<file path="src/rtl/irq_ctrl_pkg.sv">
// Shared encodings for irq_controller: FSM states, register map, STATUS layout.
package irq_ctrl_pkg;

  localparam int unsigned DATA_W = 32;
  localparam int unsigned ADDR_W = 2;
  localparam int unsigned MISS_W = 8;

  typedef enum logic [1:0] {
    IDLE   = 2'd0,
    ACTIVE = 2'd1,
    GAP    = 2'd2
  } state_e;

  localparam logic [ADDR_W-1:0] PEND = 2'd0;
  localparam logic [ADDR_W-1:0] MASK = 2'd1;
  localparam logic [ADDR_W-1:0] STAT = 2'd2;
  localparam logic [ADDR_W-1:0] EOI  = 2'd3;

  localparam int unsigned STAT_STATE_LSB = 8;
  localparam int unsigned STAT_IRQ_BIT   = 7;
  localparam int unsigned STAT_ID_LSB    = 0;

endpackage

</file>
<file path="src/rtl/irq_controller_if.sv">
// CPU-side register bus and interrupt request lines of irq_controller.
interface irq_controller_if
  import irq_ctrl_pkg::*;
#(
  parameter int unsigned ID_W = 3
);
  logic [ADDR_W-1:0] addr;
  logic              we;
  logic [DATA_W-1:0] din;
  logic [DATA_W-1:0] dout;
  logic              irq_out;
  logic [ID_W-1:0]   irq_id;

  modport master (output addr, we, din, input dout, irq_out, irq_id);
  modport slave  (input addr, we, din, output dout, irq_out, irq_id);
endinterface

</file>
<file path="src/rtl/irq_prio_enc.sv">
// Combinational fixed-priority encoder: lowest set request index wins.
module irq_prio_enc #(
  parameter int unsigned N_SRC = 4,
  parameter int unsigned ID_W  = 3
) (
  input  logic [N_SRC-1:0] req,
  output logic [ID_W-1:0]  id_c,
  output logic             valid_c
);

  // Scan high to low so the lowest set index is the last to assign.
  always_comb begin
    id_c    = '0;
    valid_c = 1'b0;
    for (int i = int'(N_SRC) - 1; i >= 0; i--) begin
      if (req[i]) begin
        id_c    = ID_W'(i);
        valid_c = 1'b1;
      end
    end
  end

endmodule

</file>
<file path="src/rtl/irq_controller.sv">
// Pending/mask interrupt controller with fixed priority and EOI handshake.
// Optional per-source missed-pulse counters under IRQ_CTRL_MISS_COUNT_EN.
module irq_controller
  import irq_ctrl_pkg::*;
#(
  parameter int unsigned N_SRC = 4,
  parameter int unsigned ID_W  = 3
) (
  input  logic                 clk_cpu,
  input  logic                 rst_n,
  input  logic [N_SRC-1:0]     src_irq,
  irq_controller_if.slave      bus
);

  localparam int unsigned N_RD = (N_SRC < 4) ? N_SRC : 4;

  state_e             state_q, state_d;
  logic [N_SRC-1:0]   pending_q, pending_d;
  logic [N_SRC-1:0]   mask_q, mask_d;
  logic [ID_W-1:0]    active_id_q, active_id_d;
  logic               irq_out_q, irq_out_d;
  logic [ID_W-1:0]    irq_id_q, irq_id_d;

  logic               wr_pend, wr_mask, wr_eoi, eoi_hit;
  logic [N_SRC-1:0]   clr, eligible, act_oh;
  logic [ID_W-1:0]    win_id;
  logic               win_vld;
  logic [DATA_W-1:0]  stat_c, rd_c;
  logic               din_unused;

  assign wr_pend    = bus.we && (bus.addr == PEND);
  assign wr_mask    = bus.we && (bus.addr == MASK);
  assign wr_eoi     = bus.we && (bus.addr == EOI);
  assign din_unused = ^bus.din;

  // Register writes and clears; a new pulse always survives a same-cycle clear.
  always_comb begin
    act_oh  = N_SRC'(1) << active_id_q;
    eoi_hit = wr_eoi && (state_q == ACTIVE) && (bus.din[ID_W-1:0] == active_id_q);
    mask_d  = wr_mask ? bus.din[N_SRC-1:0] : mask_q;
    clr     = '0;
    if (wr_pend) clr = clr | bus.din[N_SRC-1:0];
    if (eoi_hit) clr = clr | act_oh;
    pending_d = (pending_q & ~clr) | src_irq;
    // Arbitrate on registered pending so new pulses take two cycles to reach irq_out.
    eligible  = pending_q & ~clr & mask_d;
  end

  irq_prio_enc #(.N_SRC(N_SRC), .ID_W(ID_W)) u_prio (
    .req     (eligible),
    .id_c    (win_id),
    .valid_c (win_vld)
  );

  // GAP arbitrates like IDLE but its own cycle keeps irq_out low, giving the CPU a fresh edge.
  always_comb begin
    state_d     = state_q;
    active_id_d = active_id_q;
    unique case (state_q)
      IDLE, GAP: begin
        state_d = IDLE;
        if (win_vld) begin
          state_d     = ACTIVE;
          active_id_d = win_id;
        end
      end
      ACTIVE: begin
        if (eoi_hit)                             state_d = GAP;
        else if (!(|(pending_d & mask_d & act_oh))) state_d = IDLE;
      end
      default: state_d = IDLE;
    endcase
    irq_out_d = (state_d == ACTIVE);
    irq_id_d  = irq_out_d ? active_id_d : '0;
  end

  always_ff @(posedge clk_cpu or negedge rst_n) begin
    if (!rst_n) begin
      state_q     <= IDLE;
      pending_q   <= '0;
      mask_q      <= '0;
      active_id_q <= '0;
      irq_out_q   <= 1'b0;
      irq_id_q    <= '0;
    end else begin
      state_q     <= state_d;
      pending_q   <= pending_d;
      mask_q      <= mask_d;
      active_id_q <= active_id_d;
      irq_out_q   <= irq_out_d;
      irq_id_q    <= irq_id_d;
    end
  end

`ifdef IRQ_CTRL_MISS_COUNT_EN
  logic [MISS_W-1:0] miss_q [N_SRC];
  logic [MISS_W-1:0] miss_d [N_SRC];

  // Any EOI write clears all counters; a same-cycle miss still counts.
  always_comb begin
    for (int i = 0; i < int'(N_SRC); i++) begin
      miss_d[i] = wr_eoi ? '0 : miss_q[i];
      if (src_irq[i] && pending_q[i] && (miss_d[i] != {MISS_W{1'b1}})) begin
        miss_d[i] = miss_d[i] + MISS_W'(1);
      end
    end
  end

  always_ff @(posedge clk_cpu or negedge rst_n) begin
    if (!rst_n) begin
      for (int i = 0; i < int'(N_SRC); i++) miss_q[i] <= '0;
    end else begin
      for (int i = 0; i < int'(N_SRC); i++) miss_q[i] <= miss_d[i];
    end
  end
`endif

  always_comb begin
    stat_c = '0;
    stat_c[STAT_STATE_LSB +: 2]       = state_q;
    stat_c[STAT_IRQ_BIT]              = irq_out_q;
    stat_c[STAT_ID_LSB +: ID_W]       = active_id_q;
  end

  always_comb begin
    rd_c = '0;
    case (bus.addr)
      PEND: rd_c[N_SRC-1:0] = pending_q;
      MASK: rd_c[N_SRC-1:0] = mask_q;
      STAT: rd_c = stat_c;
      EOI: begin
`ifdef IRQ_CTRL_MISS_COUNT_EN
        for (int i = 0; i < int'(N_RD); i++) rd_c[i*MISS_W +: MISS_W] = miss_q[i];
`else
        rd_c = '0;
`endif
      end
    endcase
  end

  assign bus.dout    = rd_c;
  assign bus.irq_out = irq_out_q;
  assign bus.irq_id  = irq_id_q;

endmodule
</file>
<file path="src/flat_wrapper.sv">
// flat-port wrapper written by rule: the top's interface ports become plain ports
module irq_controller_flat import irq_ctrl_pkg::*;
#(
  parameter int unsigned N_SRC = 4,
  parameter int unsigned ID_W  = 3
)
  (clk_cpu, rst_n, src_irq, bus_addr, bus_we, bus_din, bus_dout, bus_irq_out, bus_irq_id);
  irq_controller_if #(.ID_W(ID_W)) bus_i ();
  input  logic clk_cpu;
  input  logic rst_n;
  input  logic [N_SRC-1:0] src_irq;
  input wire logic [$bits(bus_i.addr)-1:0] bus_addr;
  input wire logic [$bits(bus_i.we)-1:0] bus_we;
  input wire logic [$bits(bus_i.din)-1:0] bus_din;
  output wire logic [$bits(bus_i.dout)-1:0] bus_dout;
  output wire logic [$bits(bus_i.irq_out)-1:0] bus_irq_out;
  output wire logic [$bits(bus_i.irq_id)-1:0] bus_irq_id;
  assign bus_i.addr = bus_addr;
  assign bus_i.we = bus_we;
  assign bus_i.din = bus_din;
  assign bus_dout = bus_i.dout;
  assign bus_irq_out = bus_i.irq_out;
  assign bus_irq_id = bus_i.irq_id;
  irq_controller #(.N_SRC(N_SRC), .ID_W(ID_W)) u_core (.clk_cpu(clk_cpu), .rst_n(rst_n), .src_irq(src_irq), .bus(bus_i));
endmodule
</file>
<file path="config.mk">
export PLATFORM = sky130hd
export DESIGN_NAME = irq_controller_flat
export DESIGN_NICKNAME = d
export VERILOG_FILES = /design/src/rtl/irq_ctrl_pkg.sv /design/src/rtl/irq_controller_if.sv /design/src/rtl/irq_prio_enc.sv /design/src/rtl/irq_controller.sv /design/src/flat_wrapper.sv
export SDC_FILE = /design/constraint.sdc
export NUM_CORES = 1
export LEC_CHECK = 0
export ABC_CLOCK_PERIOD_IN_PS = 3520
export CELL_PAD_IN_SITES_DETAIL_PLACEMENT = 2
export CELL_PAD_IN_SITES_GLOBAL_PLACEMENT = 2
export CORE_AREA = 2 2 81 83
export CTS_CLUSTER_DIAMETER = 150
export DETAILED_ROUTE_END_ITERATION = 8
export DIE_AREA = 0 0 83 85
export PLACE_DENSITY_LB_ADDON = 0.15
export SETUP_SLACK_MARGIN = 0.5
export SLEW_MARGIN = 20
export SYNTH_ARGS = -nofsm -noshare
export SYNTH_HDL_FRONTEND = slang
export SYNTH_SLANG_ARGS = --single-unit
</file>
<file path="constraint.sdc">
create_clock -name clk_cpu -period 3.52 [get_ports clk_cpu]
set_input_delay 0.88 -clock clk_cpu [delete_from_list [all_inputs] [get_ports clk_cpu]]
set_output_delay 0.88 -clock clk_cpu [all_outputs]
set_load 0.005 [all_outputs]
</file>
==> impl_metrics.ini, run 1 <==
[die]
io_pins = 77
floorplan.initialDensity_pct = 21.4
die_w_um = 83
fp.dieArea_um2 = 7060
die_h_um = 85
core-area_um2 = 6200
rows = 29

[global_route]
grt_usage_pct = 11.3
antenna_found_initial = 0
grt_pass1_vias = 1230
grt_pass1_wl_um = 6340
globalRouteOverflowTotal = 0
grt_max_degree = 18

[worst_setup_path]
slowest_delay_ns = 0.50
cp.required_ns = 2.64
path_buf_inv = 3
r2r_slack_ns = 1.46
reg2reg_depth = 6
crit_chain = dlygate4sd2_1 > buf_4 > mux2i_1 > nor2_1 > clkdlybuf4s50_1
worstPathArrival_ns = 2.03
cp_top_family = buffers and inverters
endpoint_kind = output port
crit_cells = 5
critPathSlowestCell = clkdlybuf4s50_1
worstSetupPathType = in2out
cp_max_fo = 7
start_kind = input pin

[route]
dr.pass1.iters = 2
drc = 0
vias_per_cell = 4.39
routedWlPerCell_um = 15.0
antenna_left = 0
drt_iter0_drc = 22
wirelength_um = 3790
num_vias = 1111

[hold_path]
hp-class = reg2reg
whs_path_depth = 2

[logic_synthesis]
synth_edf_count = 0
syn_avg_cell_area_um2 = 9.04
synth.ff_latch_count = 17
yosys_most_used_dff = dfrtp_1
synth_area_um2 = 1330
yosysWarnings = 0
synth_cell_types = 41
yosysSeqAreaShare_pct = 32.0
synthArstFlopShare_pct = 100
syn_inst = 147

[clock_tree]
worstSkewPairLatency_ns = 0.25
clock_path_buffers = 2
path_clk_slew_ns = 0.07
cts_made_buffers = 3
clkSinkCount = 17
cts_max_level = 1
root_buffer = clkbuf_8
cts_tree = done

[timing]
setup_tns_ns = 0
fmax_mhz = 343
worst_slew_pin_slew_ns = 0.856
max-slew-margin-rel_pct = 42.8
slew_viol_final = 0
finalClockSkew_ns = 0.00163
rsz0062_at_grt = no
finalSetupViolCount = 0
fin_crit_ns = 2.91
final_hold_viol_count = 0
period_share_pct = 82.7

[pwr]
ir_drop_v = 0.000153
p_per_area_nw_per_um2 = 462
p_leak_nw = 0.706

[layout]
area_growth_pct = 22.9
layout_commonest_cell = conb_1
nNetsFinal = 218
layout_common_cells = conb_1, clkdlybuf4s50_1, dfrtp_1
num_antenna_cells = 0
drive_gt1_share_pct = 11.9
fin_util_pct = 26.3

[place]
place_congestion = 0.701
place_hpwl_um = 2900
portBuffers = 23

[job]
cap_violations = 0

[outcome]
status = complete, no violations
-- cell families after synthesis --
kind of cell	synth area share, %
other cells	0.282
flops	32.0
compound gates	16.6
mux	5.37
simple gates	24.9
xor+xnor	1.98
buf+inv	18.9
-- stage by stage --
| stage | total power (W) | worst slack [ns] | hold WS, ns | cell area [um^2] | instances |
|---|---|---|---|---|---|
| after global placement | 0.000613 | 0.252 | 0.522 | 1570 | 248 |
| final | 0.000755 | 0.607 | 0.540 | 1630 | 253 |
| after global routing | 0.000825 | 0.536 | 0.567 | 1630 | 253 |
| after CTS | 0.000774 | 0.594 | 0.547 | 1630 | 253 |
| after detailed placement | 0.000617 | 0.226 | 0.529 | 1570 | 248 |
| after floorplan | 0.000515 | 1.27 | 0.473 | 1420 | 172 |
-- Yosys cell counts (all sizes together) (2+ instances only) --
library cell  number  area (um^2)
nor3               3         15.0
nand2              9         33.8
nor3b              3         27.5
nand4b             3         26.3
a21boi             2         15.0
nor4bb             3         30.0
a31o               3         26.3
dfrtp             17          425
nand2b             3         18.8
xor2               3         26.3
and2               5         31.3
o21a               3         22.5
nor2b              3         18.8
o21ai              9         45.0
nor2              11         43.8
or3                2         12.5
mux2i              6         60.1
buf               30          236
a21o               2         15.0
a211oi             2         25.0
inv                3         11.3
nand4bb            3         33.8
a21oi              5         25.0
-- power breakdown --
part           leakage (nW)  switching, W  internal, W
sequential            0.199     0.0000664     0.000238
combinational         0.482      0.000140     0.000160
clock                0.0255     0.0000716    0.0000786
-- worst paths after layout --
check,startpoint,endpoint
max,bus_addr[0],bus_dout[3]
min,u_core.mask_q[1]$_DFF_PN0_,u_core.mask_q[1]$_DFF_PN0_
max reg2reg,u_core.active_id_q[1]$_DFF_PN0_,u_core.bus.irq_id[1]$_DFF_PN0_
min reg2reg,u_core.mask_q[1]$_DFF_PN0_,u_core.mask_q[1]$_DFF_PN0_
max in group asynchronous,rst_n,u_core.active_id_q[2]$_DFF_PN0_
min in group asynchronous,rst_n,u_core.pending_q[2]$_DFF_PN0_
-- layer usage --
metal	vias up	global-route usage (%)	part of all wire [%]
li1	520	-	-
met1	558	13.7	43
met2	28	20.1	51
met3	5	1.95	4.0
met4	0	4.02	1.6
met5	-	0	0
-- area by class of cell --
type / instances / area (um^2)
fillers: 712 / 4570
multi-input cells: 121 / 753
flip-flops and latches: 17 / 425
repair buffers: 31 / 300
well taps: 77 / 96.3
clock buffers: 3 / 41.3
inverters: 3 / 11.3
clock inverters: 1 / 5.00
-- flip-flops by register name, summed over array words and instances, names as in the netlist --
register and count:
u_core.active_id_q 3, u_core.bus.irq_id 3, u_core.bus.irq_out 1, u_core.mask_q 4
u_core.pending_q 4, u_core.state_q 2
-- what timing repair did --
| item | 4_1_cts | 5_1_grt |
|---|---|---|
| resized for setup | 8 | 0 |
| hold buffers | 0 | 0 |
| endpoints found under the setup margin | 8 | 0 |
| buffers inserted | 1 | 0 |
-- tightest hold or removal path, cell delays in order, from the launching register on --
cell and delay (ns):
dfrtp_1 0.39, nand2_1 0.07, nand2_1 0.06
Power figures use the tool's default switching activity.
==> inputs of run 2 (changes only) <==
--- a/config.mk
+++ b/config.mk
@@ -5,13 +5,13 @@
 export SDC_FILE = /design/constraint.sdc
 export NUM_CORES = 1
 export LEC_CHECK = 0
-export ABC_CLOCK_PERIOD_IN_PS = 3520
+export ABC_CLOCK_PERIOD_IN_PS = 2600
 export CELL_PAD_IN_SITES_DETAIL_PLACEMENT = 2
 export CELL_PAD_IN_SITES_GLOBAL_PLACEMENT = 2
-export CORE_AREA = 2 2 81 83
+export CORE_AREA = 2 2 89 91
 export CTS_CLUSTER_DIAMETER = 150
 export DETAILED_ROUTE_END_ITERATION = 8
-export DIE_AREA = 0 0 83 85
+export DIE_AREA = 0 0 91 93
 export PLACE_DENSITY_LB_ADDON = 0.15
 export SETUP_SLACK_MARGIN = 0.5
 export SLEW_MARGIN = 20
==> constraint.sdc (replaced) <==
create_clock -name clk_cpu -period 2.6 [get_ports clk_cpu]
set_input_delay 0.65 -clock clk_cpu [delete_from_list [all_inputs] [get_ports clk_cpu]]
set_output_delay 0.65 -clock clk_cpu [all_outputs]
set_load 0.005 [all_outputs]
==> run 2 against run 1 <==
Against the previous run:
- power is 45% higher
- via count rose by 7.3%
- critical path depth is 3 higher
- global-route usage fell by 0.74 points
- first-iteration DRC count up 27%
- flip-flop and latch count stayed put
- register-to-register slack lost 0.81 ns
- hold slack better by 0.030 ns
- non-clock buffer count up 28
- core utilization decreased by 1.0 points
- clock-buffer cell count did not move
- sequential share of layout area shrank 3.6 points
- critical endpoint is now u_core.bus.irq_out$_DFF_PN0_
- largest power group is now combinational cells
==> impl_metrics.ini, run 2 (same netlist as run 1, synthesis figures left out) <==
[outcome]
status = complete, no violations

[place]
portBuffers = 23
place_hpwl_um = 3340
place_congestion = 0.714
dpl_worst_slack_ns = -0.350

[worst_setup_path]
worstPathArrival_ns = 2.25
r2r-start = u_core.active_id_q[1]$_DFF_PN0_
reg2reg_depth = 6
cp_top_family = simple AND/OR/NAND/NOR gates
worstSetupPathType = in2reg
crit_chain = dlygate4sd2_1 > and3b_2 > buf_4 > o221ai_1 > a31oi_1 > a211oi_2 > nor3b_2 > or3_1
critPathSlowestCell = or3_1
path_buf_inv = 2
endpoint_kind = register
cp.required_ns = 2.74
slowest_delay_ns = 0.31
rr_endpoint = u_core.pending_q[1]$_DFF_PN0_
r2r_slack_ns = 0.65
cp_max_fo = 7
start_kind = input pin

[hold_path]
hp-class = reg2reg
worstHoldStart = u_core.mask_q[3]$_DFF_PN0_
whs_path_depth = 1
whs_endpoint = u_core.mask_q[3]$_DFF_PN0_

[clock_tree]
worstSkewPairLatency_ns = 0.26
root_buffer = clkbuf_8
cts_max_level = 1
cts_made_buffers = 3
ctsHoldBuffers = 0
clock_path_buffers = 2
path_clk_slew_ns = 0.08
cts_tree = done
clkSinkCount = 17

[die]
core-area_um2 = 7530
io_pins = 77
rows = 32
floorplan.initialDensity_pct = 17.7
die_w_um = 91
die_h_um = 93
fp.dieArea_um2 = 8460

[timing]
period_share_pct = 80.8
slew_viol_final = 0
finalWorstSetupSlack_ns = 0.498
finalClockSkew_ns = 0.00369
finalSetupViolCount = 0
fin_crit_ns = 2.10
rsz0062_at_grt = yes
whs_ns = 0.570
final_hold_viol_count = 0
fmax_mhz = 476
setup_tns_ns = 0

[layout]
layout_commonest_cell = buf_4
drive_gt1_share_pct = 35.3
nNetsFinal = 246
layout_common_cells = buf_4, conb_1, dfrtp_1
area_growth_pct = 43.3
num_antenna_cells = 0
fin_util_pct = 25.3
fill_cells = 903
reg_top3 = u_core.mask_q x4, u_core.pending_q x4

[job]
cap_violations = 0

[global_route]
grt.met3_usage_pct = 2.01
top_usage_layer = met2
antenna_found_initial = 0
grt_util_met1_pct = 13.0
grt_pass1_wl_um = 7090
globalRouteOverflowTotal = 0
grt_pass1_vias = 1338
grt_max_degree = 18
grt_usage_pct = 10.5
met2_usage_pct = 18.4

[pwr]
p_leak_nw = 0.864
total_power_w = 0.00109
ir_drop_v = 0.000168
p_per_area_nw_per_um2 = 575

[route]
num_vias = 1192
dr.pass1.iters = 2
wirelength_um = 4260
antenna_left = 0
vias_per_cell = 3.90
drc = 0
drt_iter0_drc = 28
routedWlPerCell_um = 13.9
run 2: worst max path at each step:
stage | cells after the start | endpoint | from | slack, ns
3_3_place_gp | 8 | u_core.bus.irq_id[1]$_DFF_PN0_ | bus_addr[1] | -0.32
2_1_floorplan | 6 | u_core.pending_q[1]$_DFF_PN0_ | bus_din[0] | 0.58
3_5_place_dp | 8 | u_core.bus.irq_out$_DFF_PN0_ | bus_addr[1] | -0.35
5_1_grt | 9 | u_core.state_q[0]$_DFF_PN0_ | bus_we | 0.40
6_report | 8 | u_core.bus.irq_out$_DFF_PN0_ | bus_we | 0.50
4_1_cts | 8 | bus_dout[0] | bus_addr[1] | 0.47
run 2: what timing repair did:
item | CTS | global route
pin swaps | 11 | 6
setup buffers | 7 | 0
gates resized for setup | 62 | 12
cloned | 0 | 0
setup endpoints to repair | 17 | 11
run 2: per-stage QoR:
step / std cells / cell area, um^2
after CTS: 306 / 1880
after global routing: 306 / 1900
after global placement: 295 / 1760
final: 306 / 1900
after floorplan: 172 / 1420
after detailed placement: 295 / 1760
run 2: cell type report:
cell class	count	area, um^2	share of cell area (%)
Multi-Input combinational cell	121	801	42.0
Timing Repair Buffer	59	492	25.8
Tap cell	102	128	6.70
Inverter	3	11.3	0.591
Sequential cell	17	427	22.4
Clock inverter	1	5.00	0.263
Clock buffer	3	41.3	2.17
run 2: worst reg2reg max path: stages (launching register included):
cell and delay, ns:
dfrtp_2 0.50, xor2_1 0.17, nor3_1 0.19, nand4_1 0.17, nor2_2 0.13, or4b_4 0.47
a31o_1 0.21
run 2: report_power, final:
part / leakage (nW) / switching [W] / internal [W]
combinational: 0.641 / 0.000224 / 0.000256
clock: 0.0255 / 0.000106 / 0.000107
sequential: 0.198 / 0.0000778 / 0.000324
run 2: routing by layer:
layer | routed length (um) | vias to the layer above
li1 | - | 578
met1 | 1820 | 589
met2 | 2220 | 21
met5 | 0 | -
met4 | 60 | 0
met3 | 160 | 4
==> inputs of run 3 (changes only) <==
--- a/config.mk
+++ b/config.mk
@@ -5,13 +5,13 @@
 export SDC_FILE = /design/constraint.sdc
 export NUM_CORES = 1
 export LEC_CHECK = 0
-export ABC_CLOCK_PERIOD_IN_PS = 2600
+export ABC_CLOCK_PERIOD_IN_PS = 2000
 export CELL_PAD_IN_SITES_DETAIL_PLACEMENT = 2
 export CELL_PAD_IN_SITES_GLOBAL_PLACEMENT = 2
-export CORE_AREA = 2 2 89 91
+export CORE_AREA = 2 2 85 87
 export CTS_CLUSTER_DIAMETER = 150
 export DETAILED_ROUTE_END_ITERATION = 8
-export DIE_AREA = 0 0 91 93
+export DIE_AREA = 0 0 87 89
 export PLACE_DENSITY_LB_ADDON = 0.15
 export SETUP_SLACK_MARGIN = 0.5
 export SLEW_MARGIN = 20
==> constraint.sdc (replaced) <==
create_clock -name clk_cpu -period 2 [get_ports clk_cpu]
set_input_delay 0.5 -clock clk_cpu [delete_from_list [all_inputs] [get_ports clk_cpu]]
set_output_delay 0.5 -clock clk_cpu [all_outputs]
set_load 0.005 [all_outputs]
==> run 3 against run 2 <==
Against the previous run:
- worst setup slack got worse by 0.42 ns
- via count up 9.0%
- critical path depth is 2 lower
- register-to-register slack worse by 0.56 ns
- critical path type unchanged
- highest routed layer unchanged
==> impl_metrics.ini, run 3 (same netlist as run 1, synthesis figures left out) <==
[global_route]
globalRouteOverflowTotal = 0
grt_usage_pct = 13.1
antenna_found_initial = 0
grt_max_degree = 18
grt_pass1_wl_um = 7700
grt_pass1_vias = 1418

[route]
wirelength_um = 5160
num_vias = 1299
drt_iter0_drc = 42
routedWlPerCell_um = 17.3
antenna_left = 0
vias_per_cell = 4.36
drc = 0
dr.pass1.iters = 4

[die]
die_w_um = 87
floorplan.initialDensity_pct = 19.8
die_h_um = 89
io_pins = 77
fp.dieArea_um2 = 7740
rows = 30
core-area_um2 = 6720

[clock_tree]
root_buffer = clkbuf_8
path_clk_slew_ns = 0.08
cts_max_level = 1
cts_tree = done
cts_made_buffers = 3
clock_path_buffers = 2
ctsHoldBuffers = 0
clkSinkCount = 17
worstSkewPairLatency_ns = 0.26

[place]
place_congestion = 0.747
placed_cell_area_um2 = 1730
portBuffers = 23
dp.cells = 270
place_hpwl_um = 3600

[worst_setup_path]
worstPathArrival_ns = 2.07
rr_endpoint = u_core.state_q[0]$_DFF_PN0_
cp.required_ns = 2.14
r2r_slack_ns = 0.09
reg2reg_depth = 7
r2r-start = u_core.active_id_q[0]$_DFF_PN0_
cp_top_family = compound AO/OA/AOI/OAI gates
cp_max_fo = 3
slowest_delay_ns = 0.48
start_kind = input pin
path_buf_inv = 1
worstSetupPathType = in2reg
critPathSlowestCell = clkdlybuf4s50_1
crit_chain = clkdlybuf4s50_1 > o221ai_2 > a31oi_2 > a211oi_2 > nor3b_2 > or3_1
endpoint_kind = register

[layout]
drive_gt1_share_pct = 49.1
finalNonFillerCells = 298
num_antenna_cells = 0
fin_area_um2 = 2160
layout_common_cells = buf_4, conb_1, buf_6
reg_top3 = u_core.mask_q x4, u_core.pending_q x4
fill_cells = 738
nNetsFinal = 260
area_growth_pct = 62.5
layout_commonest_cell = buf_4

[timing]
whs_ns = 0.576
finalClockSkew_ns = 0.00201
fmax_mhz = 519
finalSetupViolCount = 0
period_share_pct = 96.3
slew_viol_final = 0
final_hold_viol_count = 0
rsz0062_at_grt = yes
fin_crit_ns = 1.93
setup_tns_ns = 0

[pwr]
p_per_area_nw_per_um2 = 811
total_power_w = 0.00175
p_leak_nw = 0.980
ir_drop_v = 0.000423

[job]
cap_violations = 0

[hold_path]
hp-class = in2async

[outcome]
status = complete, no violations
[run 3: cell type report]
cell class                      instances  area [um^2]  area share, %
Tap cell                               80          100           4.63
Timing Repair Buffer                   73          656           30.4
Inverter                                3         11.3          0.521
Multi-Input combinational cell        121          915           42.4
Sequential cell                        17          429           19.9
Clock inverter                          1         7.51          0.348
Clock buffer                            3         41.3           1.91
[run 3: worst max-delay path by stage]
stage / startpoint / to / depth (start not counted)
after CTS: u_core.active_id_q[0]$_DFF_PN0_ / u_core.pending_q[1]$_DFF_PN0_ / 6
after global placement: bus_addr[0] / bus_dout[9] / 5
after floorplan: bus_din[1] / u_core.pending_q[1]$_DFF_PN0_ / 6
after global routing: u_core.active_id_q[2]$_DFF_PN0_ / u_core.bus.irq_id[0]$_DFF_PN0_ / 8
after detailed placement: bus_addr[1] / u_core.state_q[0]$_DFF_PN0_ / 7
final: src_irq[2] / u_core.state_q[0]$_DFF_PN0_ / 6
[run 3: per-stage QoR]
stage	setup WS (ns)	util (%)
3_5_place_dp	-0.702	25.7
6_report	0.0739	32.1
2_1_floorplan	0.156	-
5_1_grt	0.0122	32.1
4_1_cts	0.0952	30.7
3_3_place_gp	-0.668	25.7
[run 3: power breakdown]
| group | internal [W] | switching [W] | total, W |
|---|---|---|---|
| sequential | 0.000422 | 0.000103 | 0.000524 |
| clock | 0.000141 | 0.000150 | 0.000290 |
| combinational | 0.000523 | 0.000414 | 0.000937 |
[run 3: worst reg2reg max path, stage by stage (launching register included)]
cell	delay (ns)
dfrtp_2	0.47
buf_6	0.15
nor4bb_2	0.16
mux2i_1	0.17
o22ai_2	0.10
a211oi_2	0.25
nor3b_2	0.11
or3_1	0.38
[run 3: what timing repair did]
action,4_1_cts,5_1_grt
pin swaps,21,8
setup endpoints to repair,27,19
setup buffers,19,5
gates resized for setup,99,16
[run 3: per-layer routing]
metal	routed length [um]	vias to the layer above	track usage [%]
li1	-	613	-
met1	2160	662	15.4
met2	2870	22	25.4
met3	114	2	2.40
met4	16	0	1.28
met5	0	-	0
==> RTL change (settings of run 2) <==
Change the package constant `ADDR_W` from 2 to 4.
--- a/src/rtl/irq_ctrl_pkg.sv
+++ b/src/rtl/irq_ctrl_pkg.sv
@@ -2,7 +2,7 @@
 package irq_ctrl_pkg;
 
   localparam int unsigned DATA_W = 32;
-  localparam int unsigned ADDR_W = 2;
+  localparam int unsigned ADDR_W = 4;
   localparam int unsigned MISS_W = 8;
 
   typedef enum logic [1:0] {
Interface: changed (resized bus_addr); port bits go from 77 to 79. The function was not compared with the original's and may differ.
==> RTL change against run 2 <==
Non-clock buffer count fell by 4; setup slack got worse by 0.043 ns; cell area rose by 5.5%; sequential cell count did not move; total power rose by 11%; synthesized area fell by 5.5%; maximum frequency fell by 2.0%; routed wire length rose by 5.3%; count of clock-buffer cells in the layout rose by 1; largest power group unchanged.
==> RTL change: results (changes against run 2) <==
[final_layout]
nNetsFinal=237  ; was 246
n_fill_cell=868  ; was 903
drive_above_1_share_pct=45.6  ; was 35.3%

[run_status]
status=complete, no violations  ; unchanged

[cts]
cts.repair.resized=85  ; was 62
cts_setup_buffers=7  ; unchanged

[worst_setup_path]
cp_slowest_cell=a31o_4  ; was or3_1
slowest_delay_ns=0.28  ; was 0.31 ns
worst-path-max-fanout=6  ; was 7
worst_ep_arrival_time_ns=2.30  ; was 2.25 ns

[logic_synthesis]
synth_compound_area_share_pct=18.8  ; was 16.6%
seq_area_frac_synth_pct=33.9  ; was 32.0%
synth_xor_area_share_pct=2.09  ; was 1.98%
synthAdderAreaFrac_pct=0  ; unchanged
synthTopCellsByCount=26 x buf_4, 17 x dfrtp_1, 7 x a21oi_1, 7 x mux2i_1, 7 x nor2_1  ; was 27 x buf_4, 17 x dfrtp_1, 10 x nor2_1
synth.distinct_cells=42  ; was 41
yosys-top-cells-area=dfrtp_1 34%, buf_4 16%, mux2i_1 5.6%, a21oi_1 2.8%, a221oi_2 2.4%  ; was dfrtp_1 32%, buf_4 15%, mux2i_1 4.5%, o21ai_0 3.4%, nor2_1 2.8%
ys_warn_count=0  ; unchanged
synthMuxAreaShare_pct=5.58  ; was 5.37%

[place]
gp_congestion=0.756  ; was 0.714
dpl_worst_slack_ns=-0.379  ; was -0.350 ns
numPortBuffers=25  ; was 23
hpwl_um=3450  ; was 3340 um

[global_route]
antenna_found_initial=0  ; unchanged
grt_pass1_wl_um=7490  ; was 7090 um
grt_pass1_vias=1355  ; was 1338
grt.total_usage_pct=11.4  ; was 10.5%
grt_max_degree=18  ; unchanged

[power]
power.internal_uw=735  ; was 687 uW
peakVddDrop_mv=0.167  ; was 0.168 mV
p_leak_nw=0.907  ; was 0.864 nW
clkPwrFrac_pct=16.9  ; was 19.4%
p_sw_uw=484  ; was 408 uW

[drt]
dr.pass1.iters=3  ; was 2
drt_iter0_markers=38  ; was 28
routedWlPerCell_um=15.2  ; was 13.9 um
routed_via_density=3.89  ; was 3.90

[sta]
finClkSkew_ns=0.00234  ; was 0.00369 ns

==> RTL change: through the flow <==
step,setup TNS (ns),instance area [um2],std cells
2_1_floorplan,0,1350,160
3_3_place_gp,-3.55,1700,283
3_5_place_dp,-3.76,1700,283
4_1_cts,0,1970,294
5_1_grt,0,2010,295
6_report,0,2010,295
==> RTL change: area by class of cell <==
| type | count | area share (%) |
|---|---|---|
| clock buffer | 4 | 2.24 |
| inverter | 9 | 1.68 |
| multi-input combinational | 108 | 44.4 |
| sequential | 17 | 21.2 |
| tap | 102 | 6.35 |
| timing repair buffer | 55 | 24.2 |
==> RTL change: logic make-up after synthesis <==
family                    count (synthesis)
and+or+nand+nor                          43
buffers and inverters                    35
AOI/OAI and AO/OA                        29
DFF                                      17
muxes                                     7
xor gates and xnor gates                  3
other                                     1
==> RTL change: routing by layer <==
metal | vias up | track usage (%) | wire (um)
met1 | 573 | 12.9 | 1760
met5 | - | 0 | 0
met4 | 0 | 3.91 | 99
met2 | 30 | 21.6 | 2470
li1 | 539 | - | -
met3 | 6 | 2.10 | 159
==> RTL change: path summary, 6_finish.rpt <==
path / startpoint / end / slack [ns] / cells after the start
setup / recovery: bus_addr[0] / u_core.bus.irq_id[1]$_DFF_PN0_ / 0.46 / 9
hold / removal: u_core.mask_q[2]$_DFF_PN0_ / u_core.mask_q[2]$_DFF_PN0_ / 0.63 / 2
setup reg to reg: u_core.active_id_q[0]$_DFF_PN0_ / u_core.bus.irq_id[1]$_DFF_PN0_ / 0.50 / 6
hold reg to reg: u_core.mask_q[2]$_DFF_PN0_ / u_core.mask_q[2]$_DFF_PN0_ / 0.63 / 2
max in group asynchronous: rst_n / u_core.pending_q[0]$_DFF_PN0_ / 1.66 / 2
min in group asynchronous: rst_n / u_core.active_id_q[2]$_DFF_PN0_ / 0.73 / 2
